$ cat src/rtl/cmp_result_monitor.sv
`default_nettype none
// ============================================================================
// Module   : cmp_result_monitor
// Purpose  : Statistics and run-length alarm for a one-hot magnitude
//            comparator result {a>b, a<b, a==b}.
// Revision : 1.0 - initial release
// ============================================================================
module cmp_result_monitor #(
    parameter int CNT_W  = 8,
    parameter int RUN_TH = 4
) (
    input  logic             iClk,
    input  logic             iRst,
    input  logic             iValid,
    input  logic [2:0]       iCmp,
    input  logic             iClear,
    output logic [CNT_W-1:0] oGtCnt,
    output logic [CNT_W-1:0] oLtCnt,
    output logic [CNT_W-1:0] oEqCnt,
    output logic [CNT_W-1:0] oErrCnt,
    output logic [2:0]       oLast,
    output logic [CNT_W-1:0] oRunLen,
    output logic             oRunHit
);

    localparam logic [CNT_W-1:0] c_runTh = CNT_W'(RUN_TH);
    localparam logic [CNT_W-1:0] c_one   = CNT_W'(1);

    typedef enum logic [1:0] {
        IDLE  = 2'd0,
        TRACK = 2'd1,
        LOCK  = 2'd2
    } state_t;

    state_t           r_state;
    state_t           w_nextState;
    logic [CNT_W-1:0] r_gtCnt;
    logic [CNT_W-1:0] r_ltCnt;
    logic [CNT_W-1:0] r_eqCnt;
    logic [CNT_W-1:0] r_errCnt;
    logic [CNT_W-1:0] r_runLen;
    logic [2:0]       r_last;
    logic             r_runHit;
    logic             w_legal;
    logic             w_same;
    logic [CNT_W-1:0] w_newRunLen;

    function automatic logic [CNT_W-1:0] satInc(input logic [CNT_W-1:0] v);
        return (v == '1) ? v : v + 1'b1;
    endfunction

    always_comb begin
        w_legal     = (iCmp == 3'b100) || (iCmp == 3'b010) || (iCmp == 3'b001);
        // oLast is only meaningful outside IDLE, so a match in IDLE is a new run
        w_same      = (r_state != IDLE) && (iCmp == r_last);
        w_newRunLen = w_same ? satInc(r_runLen) : c_one;
        w_nextState = r_state;
        if (iClear) begin
            w_nextState = IDLE;
        end else if (iValid && w_legal) begin
            w_nextState = (w_newRunLen >= c_runTh) ? LOCK : TRACK;
        end
    end

    always_ff @(posedge iClk) begin
        if (iRst) begin
            r_state <= IDLE;
        end else begin
            r_state <= w_nextState;
        end
    end

    always_ff @(posedge iClk) begin
        if (iRst || iClear) begin
            r_gtCnt  <= '0;
            r_ltCnt  <= '0;
            r_eqCnt  <= '0;
            r_errCnt <= '0;
            r_runLen <= '0;
            r_last   <= 3'b000;
            r_runHit <= 1'b0;
        end else if (iValid) begin
            if (w_legal) begin
                r_last   <= iCmp;
                r_runLen <= w_newRunLen;
                r_runHit <= (w_nextState == LOCK);
                unique case (iCmp)
                    3'b100:  r_gtCnt <= satInc(r_gtCnt);
                    3'b010:  r_ltCnt <= satInc(r_ltCnt);
                    default: r_eqCnt <= satInc(r_eqCnt);
                endcase
            end else begin
                // Illegal codes are tallied but leave run tracking untouched
                r_errCnt <= satInc(r_errCnt);
            end
        end
    end

    assign oGtCnt  = r_gtCnt;
    assign oLtCnt  = r_ltCnt;
    assign oEqCnt  = r_eqCnt;
    assign oErrCnt = r_errCnt;
    assign oLast   = r_last;
    assign oRunLen = r_runLen;
    assign oRunHit = r_runHit;

endmodule
`default_nettype wire

$ cat config.mk
export PLATFORM = sky130hd
export DESIGN_NAME = cmp_result_monitor
export DESIGN_NICKNAME = d
export VERILOG_FILES = /design/src/rtl/cmp_result_monitor.sv
export SDC_FILE = /design/constraint.sdc
export NUM_CORES = 1
export LEC_CHECK = 0
export BUFFER_PORTS_ARGS = -buffer_cell sky130_fd_sc_hd__buf_2
export CAP_MARGIN = 20
export CORE_MARGIN = 3
export CORE_UTILIZATION = 50
export DETAILED_ROUTE_END_ITERATION = 12
export PLACE_DENSITY = 0.75
export SKIP_CTS_REPAIR_TIMING = 1
export SLEW_MARGIN = 15
export SYNTH_ARGS = -nofsm -noshare
export SYNTH_HDL_FRONTEND = slang
export SYNTH_SLANG_ARGS = --single-unit
$ cat constraint.sdc
create_clock -name iClk -period 3.5 [get_ports iClk]
set_input_delay 0.525 -clock iClk [delete_from_list [all_inputs] [get_ports iClk]]
set_output_delay 0.525 -clock iClk [all_outputs]
set_load 0.05 [all_outputs]
# Word level (Yosys, flattened, before mapping)

Index checks and enable logic that the tools add are counted.
W data, S select, Z words.

$add $sub $neg: 5
Multipliers: 0
Divide/modulo/power cells: 0
Order comparisons: 1
Equality and inequality tests: 10
Shift-type cells: 0
Multiplexer cells: 5
Bitwise logic cells: 6
Reductions and logical operators: 12

Operators by type and width:

| cell                  | count |
|---|---|
| $add A8 B1 Y8 const B | 5 |
| $eq A8 B8 Y1 const B  | 5 |
| $mux W8               | 2 |
| $reduce_and A4 Y1     | 3 |
| $ge A8 B3 Y1 const B  | 1 |
| $mux W2               | 3 |
| $not A1 Y1            | 6 |
| $eq A3 B1 Y1 const B  | 1 |
| $eq A3 B2 Y1 const B  | 1 |
| $eq A3 B3 Y1          | 1 |
| $eq A3 B3 Y1 const B  | 1 |
| $logic_or A1 B1 Y1    | 3 |
| $reduce_and A3 Y1     | 1 |
| $eq A2 B2 Y1 const B  | 1 |
| $logic_and A1 B1 Y1   | 2 |
| $reduce_and A2 Y1     | 1 |
| $reduce_bool A2 Y1    | 1 |
| $reduce_or A2 Y1      | 1 |

Register bits after elaboration: 46
Latch bits: 0
Bits in writable memories: 0
ROM bits: 0
Bits of input ports: 7
Output and inout port bits: 44
Word-level logic and storage cells: 47
Memories: 0

# Longest topological paths before layout

Gate-level depths: netlist of run 1.

Word-level depth: 8
Depth in mapped cells: 7
Mapped depth without buffers: 6

# Least setup slack after synthesis of run 1

Ideal clock, no wire load.

Path kind: reg2reg
Start: register r_runLen[2], in the netlist oRunLen[2]
End: register r_state[0]
Library setup time: 116 ps
Arrival: 1836 ps
Required time: 3384 ps
Slack: 1547 ps
Cell stages (with the launch flop): 6
Path buffers: 0
Period minus slack after synthesis: 1953 ps
Cell sequence: dfxtp_1 nand4_1 or3_1 a31oi_1 nor4_2 a31o_2

Longest elaborated chain between the ends: 7
Elaborated cells on any way between the ends: 8
Those cells by class: 1 x add/sub; 1 x order compare; 1 x eq/ne; 5 x mux

Ends and longest elaborated chain:

| element                                       | line | source |
|---|---|---|
| start, declared                               | 41   | `logic [CNT_W-1:0] r_runLen;` |
| start signal, assigned                        | 85   | `r_runLen <= w_newRunLen;` |
| $add A8 B1 Y8 or $eq A8 B8 Y1 (tied branches) | 49   | `return (v == '1) ? v : v + 1'b1;` |
| $mux W8 *                                     | 49   |  |
| $mux W8 *                                     | 56   | `w_newRunLen = w_same ? satInc(r_runLen) : c_one;` |
| $ge A8 B3 Y1 *                                | 61   | `w_nextState = (w_newRunLen >= c_runTh) ? LOCK : TRACK;` |
| $mux W2 *                                     | 61   |  |
| $mux W2 *                                     | 60   | `end else if (iValid && w_legal) begin` |
| $mux W2 *                                     | 58   | `if (iClear) begin` |
| end signal, assigned                          | 69   | `r_state <= w_nextState;` |
| end, declared                                 | 35   | `state_t r_state;` |

Mark *: on every way between the ends. The rest lies on a longest branch, timed or not.
A chain may end at the register's enable or synchronous reset.

# Final worst setup path of run 1

Start: input iCmp[1]
End: register r_state[0]

Longest elaborated chain between the ends: 7
Elaborated cells on any way between the ends: 13
Those cells by class: 1 x order compare; 4 x eq/ne; 4 x mux; 4 x reduce/logical

Ends and longest elaborated chain:

| element             | line | source |
|---|---|---|
| start, declared     | 15   | `input logic [2:0] iCmp,` |
| $eq A3 B3 Y1        | 55   | `w_same = (r_state != IDLE) && (iCmp == r_last);` |
| $logic_and A1 B1 Y1 | 55   |  |
| $mux W8             | 56   |  |
| $ge A8 B3 Y1        | 61   |  |
| $mux W2             | 61   |  |
| $mux W2 *           | 60   |  |
| $mux W2 *           | 58   |  |

Marks and branches as above.

==> results of run 1 <==
-- worst reg2reg max path, cell delays in order, from the launching register on --
cell and delay (ns):
dfxtp_1 0.36, ha_1 0.25, and3_1 0.22, a31oi_1 0.18, nor3_1 0.10, nor4_2 0.41, a31o_2 0.21
-- layer usage --
layer / wire length [um] / global-route usage, %
met1: 2159 / 24.55
met2: 2139 / 29.99
met3: 277 / 4.821
met4: 37 / 4.508
met5: 0 / 0
-- state kept, by name (all words and copies together) (netlist names) --
| signal | cells |
|---|---|
| oGtCnt | 8 |
| oEqCnt | 8 |
| r_state | 2 |
| oLtCnt | 8 |
| oLast | 3 |
| oRunLen | 8 |
| oErrCnt | 8 |
| oRunHit | 1 |
-- metrics by stage --
step	power (mW)	std cells	instance area [um^2]	setup WS [ns]
CTS	1.086	362	2639	1.617
detailed placement	0.6069	354	2496	1.318
floorplan	0.5955	263	2250	1.547
global route	1.115	362	2639	1.485
finish	1.074	362	2639	1.589
global placement	0.6057	354	2496	1.365
-- power groups by stage --
stage	logic [mW]	clock network, mW	registers [mW]
6_report	0.0635	0.479	0.531
2_1_floorplan	0.0429	0	0.553
3_3_place_gp	0.0627	0	0.543
3_5_place_dp	0.0638	0	0.543
5_1_grt	0.0703	0.513	0.532
4_1_cts	0.0641	0.491	0.531
-- area by class of cell --
cell class,instances,area (um^2)
multi-input combinational,202,1240
fill,366,1534
clock buffer,6,82.58
timing repair buffer,50,250.2
clock inverter,2,60.06
tap,50,62.56
sequential,46,920.9
inverter,6,22.52
-- synthesized netlist by cell type (all sizes together), types with 2 or more instances --
library cell | instances | area share (%)
ha | 5 | 2.8
and3 | 7 | 2.0
o31ai | 2 | 0.67
nand4 | 12 | 3.3
and4bb | 2 | 1.1
a21oi | 18 | 4.0
a211oi | 3 | 1.0
nand2 | 24 | 4.0
xnor2 | 15 | 5.8
dfxtp | 46 | 41
xor2 | 10 | 4.2
nand3 | 13 | 3.4
a31oi | 3 | 0.83
o21ai | 12 | 2.8
inv | 6 | 1.0
nor3 | 13 | 2.9
or4 | 2 | 0.67
or3 | 5 | 1.5
nor2 | 36 | 6.0
mux2i | 5 | 2.2
buf | 3 | 1.1
clkbuf | 6 | 1.9
-- kinds of logic (layout without fill, tap and decap cells) --
group,after synthesis,after routing,synth area share (%)
AND/OR/NAND/NOR,121,121,27.48
AO/OA/AOI/OAI,46,46,12.57
flip-flops,46,46,40.93
XOR/XNOR,25,25,10.07
buffers and inverters,15,64,3.949
adder cells (fa/ha/maj),5,5,2.781
multiplexers,5,5,2.225
-- final timing paths --
path         startpoint         end  slack [ns]  depth (start not counted)
max reg2reg  oRunLen[0]  r_state[0]        1.72                          6
min          oErrCnt[5]  oErrCnt[5]        0.50                          2
min reg2reg  oErrCnt[5]  oErrCnt[5]        0.50                          2
max             iCmp[1]  r_state[0]        1.59                          6
-- cell usage in the layout, fill, tap and decap left out, types with 9 or more instances in the layout --
cell type and n:
nand4_1 12, xnor2_1 15, xor2_1 9, a21oi_1 18
o21ai_0 9, nand3_1 12, nor3_1 13, nand2_1 24
nor2_1 36, buf_2 50, dfxtp_1 46
==> flow_metrics.env, run 1 <==
export IMPL_status="complete, no violations"
export IMPL_synth_area_per_cell_um2=8.554
export IMPL_antennaDiodeCount=0
export IMPL_root_buffer="clkbuf_8"
export IMPL_max_cap_viol_count=0
export IMPL_setup_tns_ns=0
export IMPL_fin_nets=323
export IMPL_power_density_mw_per_mm2=406.8
export IMPL_drt_iter0_drc=90
export IMPL_power_leakage_nw=1.039
export IMPL_grtUsageTotal_pct=18.52
export IMPL_dieHeight_um=73.08
export IMPL_core_area_mm2=0.004173
export IMPL_cts_buffer_depth=2
export IMPL_netSwitchingPower_mw=0.2236
export IMPL_swShare_pct=20.83
export IMPL_die_area_mm2=0.005340
export IMPL_synth_cell_types=46
export IMPL_pin_count=51
export IMPL_power_share_clock_pct=44.6
export IMPL_grt_pass1_wl_um=8114
export IMPL_clk_latency_ns=0.29
export IMPL_synth_seq_cells=46
export IMPL_hold_violations=0
export IMPL_worst_slew_pin_slew_ns=0.8061
export IMPL_syn_num_nets=275
export IMPL_antenna_found_initial=0
export IMPL_drtAntennaViolNets=0
export IMPL_vdd_drop_max_mv=0.3362
export IMPL_netlist_area_mm2=0.002250
export IMPL_cp_cell_sequence="buf_2 > xor2_2 > o211ai_1 > a31oi_1 > nor2b_1 > a31o_2"
export IMPL_initial_core_util_pct=53.91
export IMPL_ys_flop_type="dfxtp_1"
export IMPL_setup_viol=0
export IMPL_critPathBufInv=1
export IMPL_route_detailed_drc=0
export IMPL_viasPerCell=5.448
export IMPL_slew_headroom_pct=46.02
export IMPL_arrival_ns=2.10
export IMPL_crit_fanout=11
export IMPL_port_buffers=50
export IMPL_fmax_mhz=523.2
export IMPL_clock_skew_ns=0.006382
export IMPL_drive_gt1_share_pct=22.44
export IMPL_hp_class="reg2reg"
export IMPL_p_seq_share_pct=49.4
export IMPL_grt_max_degree=44
export IMPL_vias=1972
export IMPL_endpoint_kind="flip-flop"
export IMPL_path_clk_slew_ns=0.09
export IMPL_async_flop_share_pct=0
export IMPL_cts_sinks=46
export IMPL_num_rows=23
export IMPL_dpl_hpwl_um=3243
export IMPL_crit_slowest_cell="o211ai_1"
export IMPL_cp_slowest_stage_delay_ns=0.66
export IMPL_routedWlPerCell_um=12.74
export IMPL_yosys_warnings=0
export IMPL_path_class="in2reg"
export IMPL_area_delta_synth_final_pct=17.30
export IMPL_final_util_pct=63.24
export IMPL_overflow=0
export IMPL_wl_um=4613
export IMPL_dr_pass1_iters=4
export IMPL_combPwrFrac_pct=5.9
export IMPL_whs_ns=0.4956
export IMPL_synthCells=263
export IMPL_period_share_pct=54.61
export IMPL_cp_top_family="compound AO/OA/AOI/OAI gates"
export IMPL_ys_seq_area_share_pct=40.93
export IMPL_cp_required_ns=3.69
export IMPL_grt_pass1_vias=1781
export IMPL_intPower_mw=0.8499
export IMPL_fin_crit_ns=1.911
export IMPL_startpoint_type="input pin"
export IMPL_htree_levels=2
export IMPL_gp_congestion=0.7988
export IMPL_numCtsBuffers=5
export IMPL_synth_edf_count=0
export IMPL_rsz0062_at_grt="no"
export IMPL_die_w_um=73.08
export IMPL_cts_tree="yes"
export IMPL_maxSlewViolCount=0
Note: power is estimated with default switching activity, not from simulation.
==> run 2: changes to the inputs <==
==> constraint.sdc (replaced) <==
create_clock -name iClk -period 1.8 [get_ports iClk]
set_input_delay 0.27 -clock iClk [delete_from_list [all_inputs] [get_ports iClk]]
set_output_delay 0.27 -clock iClk [all_outputs]
set_load 0.05 [all_outputs]
==> flow_metrics.env, run 2 (synthesis gave the netlist of run 1 again) <==
export IMPL_crit_fanout=8
export IMPL_mostFrequentLayoutCells="buf_2, nor2_1, dfxtp_1"
export IMPL_cp_top_family="simple AND/OR/NAND/NOR gates"
export IMPL_min_path_cells=4
export IMPL_hp_start="iRst"
export IMPL_r2r_setup_slack_ns=0.07
export IMPL_stdcell_count=371
export IMPL_path_clk_slew_ns=0.08
export IMPL_routed_top_layer="met4"
export IMPL_cts_sinks=46
export IMPL_whs_ns=0.2698
export IMPL_antennaDiodeCount=0
export IMPL_grtUsageTotal_pct=19.35
export IMPL_worstRegToRegCells=5
export IMPL_viasPerCell=5.642
export IMPL_gp_congestion=0.8072
export IMPL_initial_core_util_pct=53.91
export IMPL_reg2reg_from="oRunLen[2]"
export IMPL_core_area_mm2=0.004173
export IMPL_antenna_found_initial=0
export IMPL_hold_violations=0
export IMPL_port_buffers=50
export IMPL_power_leakage_nw=1.086
export IMPL_fmax_mhz=578.1
export IMPL_area_delta_synth_final_pct=21.47
export IMPL_r2r_end="r_state[0]"
export IMPL_cp_required_ns=2.00
export IMPL_setup_tns_ns=0
export IMPL_vdd_drop_max_mv=0.5251
export IMPL_clk_latency_ns=0.30
export IMPL_dieHeight_um=73.08
export IMPL_layout_commonest_cell="buf_2"
export IMPL_root_buffer="clkbuf_8"
export IMPL_critPathBufInv=0
export IMPL_cp_cell_sequence="nand4_1 > or3_1 > a31oi_2 > nor4_4 > a31o_2"
export IMPL_period_share_pct=96.10
export IMPL_drive_gt1_share_pct=30.53
export IMPL_slew_headroom_pct=45.77
export IMPL_drtAntennaViolNets=0
export IMPL_hp_class="in2reg"
export IMPL_nFillCells=341
export IMPL_worst_slew_pin_slew_ns=0.8134
export IMPL_startpoint_type="flip-flop"
export IMPL_endpoint_kind="flip-flop"
export IMPL_fin_total_pwr_mw=1.925
export IMPL_dr_pass1_iters=4
export IMPL_die_area_mm2=0.005340
export IMPL_drt_met1_wl_um=2265
export IMPL_fin_nets=332
export IMPL_cts_tree="yes"
export IMPL_numPlacedInstances=360
export IMPL_routedWlPerCell_um=13.62
export IMPL_route_detailed_drc=0
export IMPL_crit_slowest_cell="dfxtp_2"
export IMPL_path_class="reg2reg"
export IMPL_wl_um=5052
export IMPL_fin_crit_ns=1.730
export IMPL_num_rows=23
export IMPL_arrival_ns=1.93
export IMPL_htree_levels=2
export IMPL_drt_iter0_drc=89
export IMPL_route_met3_wl_um=315
export IMPL_overflow=0
export IMPL_maxSlewViolCount=0
export IMPL_cp_slowest_stage_delay_ns=0.40
export IMPL_status="complete, no violations"
export IMPL_cts_buffer_depth=2
export IMPL_dpl_hpwl_um=3498
export IMPL_wl_met2_um=2434
export IMPL_numCtsBuffers=5
export IMPL_setup_viol=0
export IMPL_whs_endpoint="r_state[1]"
export IMPL_pin_count=51
export IMPL_grt_pass1_wl_um=8335
export IMPL_vias=2093
export IMPL_power_density_mw_per_mm2=704.5
export IMPL_clock_skew_ns=0.005803
export IMPL_max_cap_viol_count=0
export IMPL_grt_max_degree=44
export IMPL_grt_pass1_vias=1927
export IMPL_die_w_um=73.08
-- run 2: worst max path at each step --
| stage | startpoint | depth (start not counted) | slack (ns) | endpoint |
|---|---|---|---|---|
| 6_report | oRunLen[2] | 5 | 0.07 | r_state[0] |
| 5_1_grt | oLast[0] | 5 | -0.05 | r_state[0] |
| 4_1_cts | oRunLen[0] | 6 | 0.04 | r_state[0] |
| 3_5_place_dp | iCmp[1] | 6 | 0.02 | r_state[0] |
| 3_3_place_gp | iCmp[1] | 7 | 0.06 | oRunLen[1] |
| 2_1_floorplan | oRunLen[4] | 5 | -0.07 | r_state[0] |
-- run 2: final cells by class --
class	instances	area, um^2	share of cell area (%)
clock buffer	5	68.82	2.518
clock inverter	3	40.04	1.465
inverter	6	22.52	0.8242
multi-input combinational	202	1287	47.12
sequential	46	933.4	34.16
tap	50	62.56	2.289
timing repair buffer	59	317.8	11.63
-- run 2: per-stage QoR --
step	setup slack [ns]	utilization (%)	instance area, um^2
floorplan	-0.06974	-	2262
global placement	0.06150	61.20	2554
detailed placement	0.02017	61.20	2554
CTS	0.04125	63.81	2663
global route	-0.05053	65.49	2733
finish	0.07014	65.49	2733
-- run 2: worst reg2reg max path, stage by stage, from the launching register on --
cell and delay, ns:
dfxtp_2 0.40, nand4_1 0.22, or3_1 0.39, a31oi_2 0.29, nor4_4 0.09, a31o_2 0.23
-- run 2: report_power, final --
| group | internal [mW] | switching (mW) |
|---|---|---|
| logic | 0.0487 | 0.0945 |
| registers | 1.02 | 0.00753 |
| clock network | 0.409 | 0.341 |
| total | 1.48 | 0.443 |
-- run 2: routing by layer --
layer,vias up,global-route usage [%]
met5,-,0
met4,0,5.533
met3,4,5.923
met2,55,32.17
met1,988,24.06
li1,1046,-
==> run 3: changes to the inputs <==
--- a/config.mk
+++ b/config.mk
@@ -11,6 +11,7 @@
 export CORE_UTILIZATION = 50
 export DETAILED_ROUTE_END_ITERATION = 12
 export PLACE_DENSITY = 0.75
+export SETUP_SLACK_MARGIN = 0.2
 export SKIP_CTS_REPAIR_TIMING = 1
 export SLEW_MARGIN = 15
 export SYNTH_ARGS = -nofsm -noshare
==> flow_metrics.env, run 3 (synthesis gave the netlist of run 1 again) <==
export IMPL_crit_fanout=8
export IMPL_slew_headroom_pct=43.68
export IMPL_crit_slowest_cell="or4_4"
export IMPL_drt_iter0_drc=131
export IMPL_cts_sinks=46
export IMPL_worst_slew_pin_slew_ns=0.8448
export IMPL_multi_input_area_mm2=0.001356
export IMPL_routedWlPerCell_um=13.87
export IMPL_nFillCells=320
export IMPL_initial_core_util_pct=53.91
export IMPL_power_density_mw_per_mm2=666.3
export IMPL_vdd_drop_max_mv=0.5367
export IMPL_power_leakage_nw=1.102
export IMPL_cp_required_ns=2.03
export IMPL_dr_pass1_iters=5
export IMPL_grt_pass1_vias=1816
export IMPL_cts_buffer_depth=2
export IMPL_core_area_mm2=0.004173
export IMPL_cp_slowest_stage_delay_ns=0.50
export IMPL_cp_cell_sequence="ha_4 > and2_4 > nand4_1 > nand3_4 > or4_4 > a21oi_2"
export IMPL_rsz0062_at_grt="yes"
export IMPL_route_detailed_drc=0
export IMPL_pin_count=51
export IMPL_num_rows=23
export IMPL_overflow=0
export IMPL_htree_levels=2
export IMPL_maxSlewViolCount=0
export IMPL_hp_class="in2reg"
export IMPL_antenna_found_initial=0
export IMPL_hold_violations=0
export IMPL_setup_tns_ns=0
export IMPL_port_buffers=50
export IMPL_layout_commonest_cell="buf_2"
export IMPL_path_clk_slew_ns=0.09
export IMPL_startpoint_type="flip-flop"
export IMPL_setup_viol=0
export IMPL_clock_skew_ns=0.008023
export IMPL_die_area_mm2=0.005340
export IMPL_wl_um=5159
export IMPL_vias=2092
export IMPL_area_delta_synth_final_pct=26.92
export IMPL_path_class="reg2reg"
export IMPL_gp_congestion=0.8018
export IMPL_max_cap_viol_count=0
export IMPL_fin_crit_ns=1.683
export IMPL_die_w_um=73.08
export IMPL_drive_gt1_share_pct=38.20
export IMPL_viasPerCell=5.624
export IMPL_root_buffer="clkbuf_8"
export IMPL_setup_ws_ns=0.1169
export IMPL_dpl_worst_slack_ns=0.05471
export IMPL_endpoint_kind="flip-flop"
export IMPL_arrival_ns=1.91
export IMPL_mostFrequentLayoutCells="buf_2, nor2_1, nand2_1"
export IMPL_fin_nets=333
export IMPL_clk_latency_ns=0.30
export IMPL_grt_max_degree=44
export IMPL_antennaDiodeCount=0
export IMPL_period_share_pct=93.50
export IMPL_fin_total_pwr_mw=1.903
export IMPL_status="complete, no violations"
export IMPL_fmax_mhz=594.2
export IMPL_grt_pass1_wl_um=7983
export IMPL_cts_tree="yes"
export IMPL_dpl_hpwl_um=3393
export IMPL_seqCellArea_um2=977.2
export IMPL_dieHeight_um=73.08
export IMPL_numCtsBuffers=5
export IMPL_grtUsageTotal_pct=18.66
export IMPL_drtAntennaViolNets=0
run 3: cell types whose count changed in the layout (fill, tap and decap cells not counted), sizes merged:
| cell | previous run | this run |
|---|---|---|
| buf | 59 | 60 |
| bufinv | 1 | 0 |
| clkbuf | 5 | 8 |
| clkinv | 2 | 0 |
run 3: area by class of cell:
type,instances,area share (%)
clock buffer,8,3.900
inverter,6,0.7888
tap,50,2.191
timing repair buffer,60,11.39
multi-input combinational,202,47.50
sequential,46,34.22
run 3: worst max-delay path, delay by kind of cell (launching register included):
family | cells | cell delay (ns)
fa+ha+maj | 1 | 0.15
flops | 1 | 0.37
simple gates | 4 | 0.97
compound gates | 1 | 0.12
run 3: worst paths after layout:
check,slack (ns),cells after the start,end,start
setup / recovery,0.12,6,oErrCnt[5],oErrCnt[1]
hold / removal,0.29,4,oRunHit,iRst
setup reg to reg,0.12,6,oErrCnt[5],oErrCnt[1]
hold reg to reg,0.47,1,oRunLen[0],oRunLen[0]
run 3: power by group:
part / internal [mW] / switching (mW)
sequential: 1.01 / 0.00882
clock: 0.397 / 0.338
combinational: 0.0502 / 0.0942
run 3: per-stage QoR:
stage	hold slack, ns	std cells	area, um^2	utilization, %
3_3_place_gp	0.4539	359	2613	62.61
6_report	0.2940	372	2855	68.43
5_1_grt	0.3201	372	2855	68.43
2_1_floorplan	0.4209	263	2328	-
4_1_cts	0.2845	367	2724	65.28
3_5_place_dp	0.4557	359	2613	62.61
run 3: metal layers:
metal,vias up,part of all wire [%],global-route usage (%)
li1,1050,-,-
met1,963,43,23.59
met2,67,48,28.80
met3,12,7.3,5.785
met4,0,1.8,8.811
met5,-,0,0
